==> config.mk <==
export PLATFORM = sky130hd
export DESIGN_NAME = stage_if_buf
export DESIGN_NICKNAME = d
export VERILOG_FILES = /design/src/rtl/pipe_pkg.sv /design/src/rtl/stage_if_buf_fetch_fifo.sv /design/src/rtl/stage_if_buf.sv
export SDC_FILE = /design/constraint.sdc
export NUM_CORES = 1
export LEC_CHECK = 0
export ABC_CLOCK_PERIOD_IN_PS = 3200
export BUFFER_PORTS_ARGS = -buffer_cell sky130_fd_sc_hd__buf_2
export CORE_MARGIN = 3
export CORE_UTILIZATION = 55
export DETAILED_ROUTE_END_ITERATION = 10
export PLACE_DENSITY = 0.81
export SLEW_MARGIN = 25
export SYNTH_ARGS = -nofsm -noshare
export SYNTH_HDL_FRONTEND = slang
export SYNTH_SLANG_ARGS = --single-unit
==> constraint.sdc <==
create_clock -name clk -period 3.2 [get_ports clk]
set_clock_uncertainty 0.15 [all_clocks]
set_input_delay 0.16 -clock clk [delete_from_list [all_inputs] [get_ports clk]]
set_output_delay 0.16 -clock clk [all_outputs]
set_load 0.01 [all_outputs]
==> src/rtl/pipe_pkg.sv <==
// Shared pipeline definitions for the fetch side. The IF_ADEF_EN macro adds a
// per-entry address-error flag to the buffered fetch entry.
package pipe_pkg;

    localparam int PIPE_ADDR_W = 32;
    localparam int PIPE_DATA_W = 32;

    // Encoding substituted for the instruction of a misaligned fetch.
    localparam logic [31:0] NOP_INST = 32'h0340_0000;

    typedef struct packed {
        logic [PIPE_ADDR_W-1:0] pc;
        logic [PIPE_DATA_W-1:0] inst;
`ifdef IF_ADEF_EN
        logic                   adef;
`endif
    } if_entry_t;

    function automatic logic pc_misaligned(input logic [1:0] pc_lo);
        return pc_lo != 2'b00;
    endfunction

endpackage

==> src/rtl/stage_if_buf_fetch_fifo.sv <==
// Generic DEPTH x WIDTH in-order FIFO with synchronous flush. The head entry is
// read straight from the storage registers, so a write is visible the next cycle.
module fetch_fifo #(
    parameter int DEPTH = 2,
    parameter int WIDTH = 64,
    parameter int CNT_W = $clog2(DEPTH + 1)
) (
    input  logic             clk,
    input  logic             rst,
    input  logic             flush,
    input  logic             push,
    input  logic             pop,
    input  logic [WIDTH-1:0] wr_data,
    output logic [WIDTH-1:0] rd_data,
    output logic [CNT_W-1:0] count
);

    localparam int PTR_W = (DEPTH > 1) ? $clog2(DEPTH) : 1;

    logic [PTR_W-1:0] rd_ptr_q, rd_ptr_d;
    logic [PTR_W-1:0] wr_ptr_q, wr_ptr_d;
    logic [CNT_W-1:0] count_q, count_d;
    logic [WIDTH-1:0] mem [DEPTH];

    // Explicit wrap so non power-of-two depths stay correct.
    function automatic logic [PTR_W-1:0] ptr_inc(input logic [PTR_W-1:0] p);
        return (p == PTR_W'(DEPTH - 1)) ? '0 : p + 1'b1;
    endfunction

    always_comb begin
        rd_ptr_d = rd_ptr_q;
        wr_ptr_d = wr_ptr_q;
        count_d  = count_q;
        if (flush) begin
            rd_ptr_d = '0;
            wr_ptr_d = '0;
            count_d  = '0;
        end else begin
            if (push) wr_ptr_d = ptr_inc(wr_ptr_q);
            if (pop)  rd_ptr_d = ptr_inc(rd_ptr_q);
            count_d = count_q + CNT_W'(push) - CNT_W'(pop);
        end
    end

    always_ff @(posedge clk) begin
        if (rst) begin
            rd_ptr_q <= '0;
            wr_ptr_q <= '0;
            count_q  <= '0;
        end else begin
            rd_ptr_q <= rd_ptr_d;
            wr_ptr_q <= wr_ptr_d;
            count_q  <= count_d;
        end
    end

    genvar gi;
    generate
        for (gi = 0; gi < DEPTH; gi++) begin : g_ent
            logic [WIDTH-1:0] ent_q, ent_d;

            always_comb begin
                ent_d = ent_q;
                if (push && !flush && (wr_ptr_q == PTR_W'(gi))) ent_d = wr_data;
            end

            // Flush leaves contents alone; only reset clears them.
            always_ff @(posedge clk) begin
                if (rst) ent_q <= '0;
                else     ent_q <= ent_d;
            end

            assign mem[gi] = ent_q;
        end
    endgenerate

    assign rd_data = mem[rd_ptr_q];
    assign count   = count_q;

endmodule

==> src/rtl/stage_if_buf.sv <==
// IF stage with a DEPTH-entry in-order buffer between pre-IF and ID.
// Define IF_ADEF_EN to tag misaligned fetches (output_adef) and replace their instruction with a NOP.
module stage_if_buf
    import pipe_pkg::*;
#(
    parameter int DEPTH  = 2,
    parameter int ADDR_W = PIPE_ADDR_W,
    parameter int DATA_W = PIPE_DATA_W,
    parameter int CNT_W  = $clog2(DEPTH + 1)
) (
    input  logic              clk,
    input  logic              rst,
    input  logic              validin,
    output logic              allowin,
    output logic              validout,
    input  logic              allowout,
    input  logic              cancel,
    input  logic [ADDR_W-1:0] input_pc,
    input  logic [DATA_W-1:0] inst_sram_rdata,
    output logic [ADDR_W-1:0] output_pc,
    output logic [DATA_W-1:0] output_inst,
`ifdef IF_ADEF_EN
    output logic              output_adef,
`endif
    output logic [CNT_W-1:0]  occupancy
);

    // Same layout as if_entry_t, but sized by this instance's parameters.
    typedef struct packed {
        logic [ADDR_W-1:0] pc;
        logic [DATA_W-1:0] inst;
`ifdef IF_ADEF_EN
        logic              adef;
`endif
    } entry_t;

    localparam int ENTRY_W = $bits(entry_t);

    entry_t           wr_entry;
    entry_t           rd_entry;
    logic             push;
    logic             pop;
    logic [CNT_W-1:0] count;

    // A full buffer still accepts when the head leaves in the same cycle.
    assign validout = (count != '0);
    assign allowin  = (count < CNT_W'(DEPTH)) | allowout;
    assign push     = validin & allowin & ~cancel;
    assign pop      = validout & allowout & ~cancel;

    always_comb begin
        wr_entry.pc   = input_pc;
        wr_entry.inst = inst_sram_rdata;
`ifdef IF_ADEF_EN
        wr_entry.adef = pc_misaligned(input_pc[1:0]);
        if (wr_entry.adef) wr_entry.inst = DATA_W'(NOP_INST);
`endif
    end

    fetch_fifo #(
        .DEPTH (DEPTH),
        .WIDTH (ENTRY_W),
        .CNT_W (CNT_W)
    ) u_fifo (
        .clk     (clk),
        .rst     (rst),
        .flush   (cancel),
        .push    (push),
        .pop     (pop),
        .wr_data (wr_entry),
        .rd_data (rd_entry),
        .count   (count)
    );

    assign output_pc   = rd_entry.pc;
    assign output_inst = rd_entry.inst;
`ifdef IF_ADEF_EN
    assign output_adef = rd_entry.adef;
`endif
    assign occupancy   = count;

endmodule

# Yosys cells after proc, flatten, opt, wreduce, memory -nomap -nowiden
# Cells that the tools add are included.
# totals
out_inout_bits	68
elab_cells	30
register_bits	132
in_bits	69
# op_classes
n_bitwise	8
n_lt_le_gt_ge	2
n_mux	5
addsub	4
n_reduce_logical	6
# ops
cell	n
64-bit 2-to-1 mux	3
1-bit AND	4
1-bit logical AND	3
1-bit adder (second input constant)	2
2-bit by 1-bit adder with 2-bit output	1
2-bit >= comparator (second input constant)	1
2-bit less-than comparator (second input constant)	1
1-bit 2-to-1 mux	2
1-bit inverter	2
1-bit inverter with 2-bit output	1
2-bit nonzero test	1
2-bit OR reduction	1
2-bit by 1-bit subtractor with 2-bit output	1
1-bit logical NOT	1
1-bit OR	1

# Depth between registers and ports, before layout
# depth
ltp_word	6
mapped_depth	8
mapped_depth_nobuf	8

# By module
# Synthesis repeated with hierarchy kept, for this count alone.
# hier_totals
cells_unflattened	578
hier_area_um2	6237.2
# modules_own_cells
module	cells_per_inst	seq_area_each_um2	n_inst	area_per_inst_um2
fetch_fifo	574	2642.5	1	6207.2
stage_if_buf	4	0.0	1	30.0

# Least setup slack after synthesis
# OpenSTA, ideal clock, no wires.
# synth_path
path_kind	register to register
startpoint	register u_fifo.count_q[1] (netlist: u_fifo.count[1])
endpoint	register u_fifo.count_q[1] (netlist: u_fifo.count[1])
t_arrival_ns	1.543
n_path_buf	0
stages_incl_launch_ff	9
path_slack_ns	1.429
required_ns	2.972
period_less_slack_ns	1.771
setup_ns	0.078
path_cell_list	dfxtp_1 o21ai_0 nor2_1 ha_1 inv_1 ha_1 xor2_1 and2_2 nor3_1
# synth_via
elab_cells_between_ends	9
classes_between	add/sub: 2; order compare: 1; bitwise: 5; reduce/logical: 1
# synth_rtl
item	line_no	rtl
start, declared	stage_if_buf_fetch_fifo.sv:22	logic [CNT_W-1:0] count_q, count_d;
start signal, assigned	stage_if_buf_fetch_fifo.sv:53	count_q <= count_d;
2-bit nonzero test	stage_if_buf.sv:46	assign validout = (count != '0);
1-bit AND (2 in series)	stage_if_buf.sv:49	assign pop = validout & allowout & ~cancel;
net pop	stage_if_buf.sv:42	logic pop;
2-bit by 1-bit subtractor with 2-bit output	stage_if_buf_fetch_fifo.sv:41	count_d = count_q + CNT_W'(push) - CNT_W'(pop);
# The timed path passes the listed nets, and every way through them passes these cells.
# A chain may end at the register's enable or synchronous reset.

# Worst setup path after layout
# layout_path
startpoint	register u_fifo.rd_ptr_q
endpoint	output output_pc[7]
# layout_via
elab_chain_len	4
# layout_rtl
item	line_no	rtl
start, declared	stage_if_buf_fetch_fifo.sv:20	logic [PTR_W-1:0] rd_ptr_q, rd_ptr_d;
start signal, assigned	stage_if_buf_fetch_fifo.sv:51	rd_ptr_q <= rd_ptr_d;
1-bit inverter with 2-bit output (implied by the code)	stage_if_buf_fetch_fifo.sv:77	assign rd_data = mem[rd_ptr_q];
64-bit 2-to-1 mux (implied by the code) (3 in series)	stage_if_buf_fetch_fifo.sv:77	
end, declared	stage_if_buf.sv:20	output logic [ADDR_W-1:0] output_pc,
# No other way between the ends. The select of a mux whose other input is x is not followed.

==> results by stage <==
Global routing:
- The total grt overflow is 0.
- The via count of the first global-routing pass is 5072.
- The initial antenna violation count is 1.
- The aggregate global-route resource usage is 22.9%.
- The largest net degree at the start of global routing is 117.
- The first-pass GRT wire length is 23.8 mm.

Routing:
- The final layout contains routed wiring with a total length of 14.3 mm.
- The via count is 4662.
- The final antenna-violating net count is 0.
- The detail-routed net length per standard cell is 15.5 um.
- The detailed-route DRC error count is 0.
- After the first detailed-routing iteration, the DRC count stood at 161.
- The number of vias per cell is 5.06.
- The pre-antenna-repair detailed-routing pass consisted of 4 iterations.

Worst setup path:
- STA classifies the critical path endpoint as an output pin.
- Following the worst setup path forward leads to its endpoint at output_pc[7].
- Counting cells, the worst reg-to-reg path comes to 5.
- The startpoint identified for the worst register-to-register timing path is u_fifo.count[1]$_SDFF_PP0_.
- For the worst setup path, the data required time is 2890 ps.
- The capturing point of the worst reg2reg path is u_fifo.g_ent[1].ent_q[26]$_SDFFE_PP0P_.
- The start point of the critical path is u_fifo.rd_ptr_q$_SDFFE_PP0P_.
- STA classifies the critical path startpoint as a flop.
- The data arrival at the endpoint of the critical path is 1710 ps.
- The largest fanout on the critical path is 33.
- The worst register-to-register path has a setup slack of 1230 ps.
- The critical path is of the reg -> out type.

Timing:
- The hold violation total from the final report is 0.
- The headroom to the max-slew limit is 46.0%.
- Setup repair after global routing left no endpoint under its margin.
- Final hold analysis gives a worst-case slack of 33.6 ps.
- The final-layout setup total negative slack is 0 ps.
- The number of max-slew violations in the final report is 0.
- Across all setup checks in the final design, the least slack found is 1180 ps.
- The time the worst path needs with I/O delays and setup is 2020 ps.
- The highest clock rate is 495 MHz.
- The period utilization is 63.1%.
- The total setup violations reported at the end of the flow is 0.
- For the pin with the worst max-slew slack, the measured transition is 810 ps.

Yosys:
- The register bit count reported by yosys is 132.
- In this run the mean area of a mapped cell was 10.7 um2.
- The simple logic cell fraction of the synthesized area is 21.2%.
- The Yosys warning count is 0.
- The number of instances in the synthesized netlist is 587.
- The total nets after synthesis is 658.
- In the synthesized netlist the dominant register cell turns out to be dfxtp_1.
- The post-synthesis sequential area ratio is 42.0%.
- By area, the combinational part of the netlist is dominated by multiplexers.
- In the post-synthesis netlist, the biggest area contributors are dfxtp_1, mux2i_1, nand2b_1, mux2_2, clkbuf_1.
- The synthesized netlist devotes 0.398% of its cell area to adder and majority cells.
- The fraction of synthesized cell area taken by the top area cell type is 42.0%.
- The synthesized design spends more area on one cell type than any other, namely dfxtp_1.
- Yosys mapped a number of flops with a built-in enable equal to 0.
- The synthesized netlist devotes 0.278% of its cell area to XOR and XNOR gates.
- The post-synthesis instance area is 6290 um2.
- The number of library cell types mapped by synthesis is 26.
- The multiplexer share of the synthesized area is 31.8%.
- The async set or reset register ratio after synthesis is 0%.
- The share of the synthesized area in compound gates (AO/OA/AOI/OAI) is 0.239%.

CTS:
- The post-CTS resize count is 0.
- The clock tree synthesis step divided the H-tree into 4 levels.
- TritonCTS built the clock tree.
- The tree is rooted in a clkbuf_16.
- In this run, CTS created clock tree buffers numbering 17.
- The clock passes through at most 2 buffers.
- The sink count of the clock tree is 132.
- The later pin in the worst-skew pair is clocked with a latency of 410 ps.
- After clock tree synthesis, the clock-pin slew on the worst setup and hold paths is 50 ps.

Flow run:
- Across the run, the number of max-cap violations was 0.

Die:
- The die covers 12800 um2.
- After floorplanning, the core was sized to cover 11000 um2.
- The number of primary I/O pins is 137.
- The overall die height is 113 um.
- The row count is 38.
- The die is 113 um wide.
- Once the floorplan was initialized, standard cells occupied 57.0% of the core.

Placement:
- The wire-length estimate of the detail-placed layout is 8.40 mm.
- Once placement finished, the instance area stood at 6970 um2.
- During placement, the flow inserted port buffers numbering 136.
- The placement-stage worst setup slack is 1240 ps.
- Routability-driven placement finished with a final weighted congestion of 0.735.
- The number of placed cells counting well taps is 825.

Power and ir drop:
- The analysis attributes to cell leakage a power of 3.80 nW.
- In this run the power density over the cells is 497 nW/um2.
- The worst supply voltage drop on vdd is 381 uV.

Finish:
- For this run, the post-layout net count is 839.
- The fraction of final layout cells sized beyond drive strength 1 is 30.9%.
- After routing the design area is 8200 um2.
- The finished layout holds 922 standard cells, fillers aside.
- The synthesis-to-finish area growth is 30.3%.

Min path:
- The number of cells traversed by the worst hold path is 4.
- The min-delay analysis places its worst path in the category in -> reg.

Run status:
- The flow ran to the end, and the final reports show no timing, DRC or antenna violations.
-- flip-flops by register name (all words and copies together), names as in the netlist --
register	flops
u_fifo.g_ent.ent_q	128
u_fifo.rd_ptr_q	1
u_fifo.wr_ptr_q	1
u_fifo.count	2
-- worst max-delay path, stage by stage, from the launching register on --
cell and delay (ps):
dfxtp_2 320, buf_4 410, mux2_2 410, buf_2 140
-- cell usage after synthesis, types with 4 or more instances --
cell type and number:
nand2b_1 192, dfxtp_1 132, mux2i_1 128, mux2_2 64
clkbuf_1 23, buf_2 14, inv_1 4, nor2_1 4
-- cell families (layout without fill, tap and decap cells) --
logic type / Yosys count / after routing
compound gates: 3 / 3
xor+xnor: 2 / 2
fa+ha+maj: 2 / 2
buf+inv: 49 / 243
flops: 132 / 132
mux: 192 / 192
other cells: 0 / 1
simple gates: 207 / 207
-- power by group --
part	switching, mW	internal, mW	leakage [nW]	total, mW
sequential	0.0286	1.70	1.07	1.73
combinational	0.194	0.246	2.44	0.440
clock	0.657	1.25	0.286	1.91
-- cell usage in the layout (no fill, tap or decap), types with 2 or more instances in the layout --
cell           instances
mux2i_1              128
mux2_2                64
clkbuf_16             17
or2_2                  2
clkbuf_8               5
dlygate4sd3_1         64
dfxtp_1              131
o21ai_0                2
clkbuf_1               7
nor2_1                 4
ha_1                   2
bufinv_16              2
nand2b_1             192
buf_4                  6
buf_2                135
nor3_1                 2
xor2_1                 2
inv_1                  4
-- metrics by stage --
step                      util, %  power [mW]
after floorplan                 -        2.01
after global placement       63.2        2.12
after detailed placement     63.2        2.14
after CTS                    74.3        4.10
after global routing         74.3        4.23
final                        74.3        4.08
-- worst min path at each step --
stage                        from                                      to  slack, ps
6_report                 allowout            u_fifo.wr_ptr_q$_SDFFE_PP0P_         30
5_1_grt                  allowout            u_fifo.rd_ptr_q$_SDFFE_PP0P_         70
4_1_cts                  allowout            u_fifo.wr_ptr_q$_SDFFE_PP0P_         20
3_5_place_dp         input_pc[23]  u_fifo.g_ent[1].ent_q[55]$_SDFFE_PP0P_        300
3_3_place_gp          input_pc[9]  u_fifo.g_ent[1].ent_q[41]$_SDFFE_PP0P_        290
2_1_floorplan  inst_sram_rdata[0]   u_fifo.g_ent[0].ent_q[0]$_SDFFE_PP0P_        190
-- area by class of cell --
| class | instances | area (um2) |
|---|---|---|
| inverters | 5 | 18.8 |
| fillers | 732 | 2830 |
| repair buffers | 206 | 1380 |
| multi-input cells | 406 | 3390 |
| clock buffers | 29 | 520 |
| clock inverters | 3 | 65.1 |
| well taps | 140 | 175 |
| diodes | 1 | 2.50 |
| flip-flops and latches | 132 | 2640 |
-- timing repair --
| action | in CTS | in global routing |
|---|---|---|
| setup buffers | 0 | 0 |
| endpoints found under the hold margin | 128 | 0 |
| hold buffers | 64 | 0 |
-- metal layers --
layer	share of wire, %	vias to the layer above	track usage, %
met5	0	-	0
met4	2.2	0	10.3
met3	3.9	26	5.19
met2	51	104	40.6
met1	43	2212	26.2
li1	-	2320	-
No activity file was read; power rests on OpenSTA's default activity.
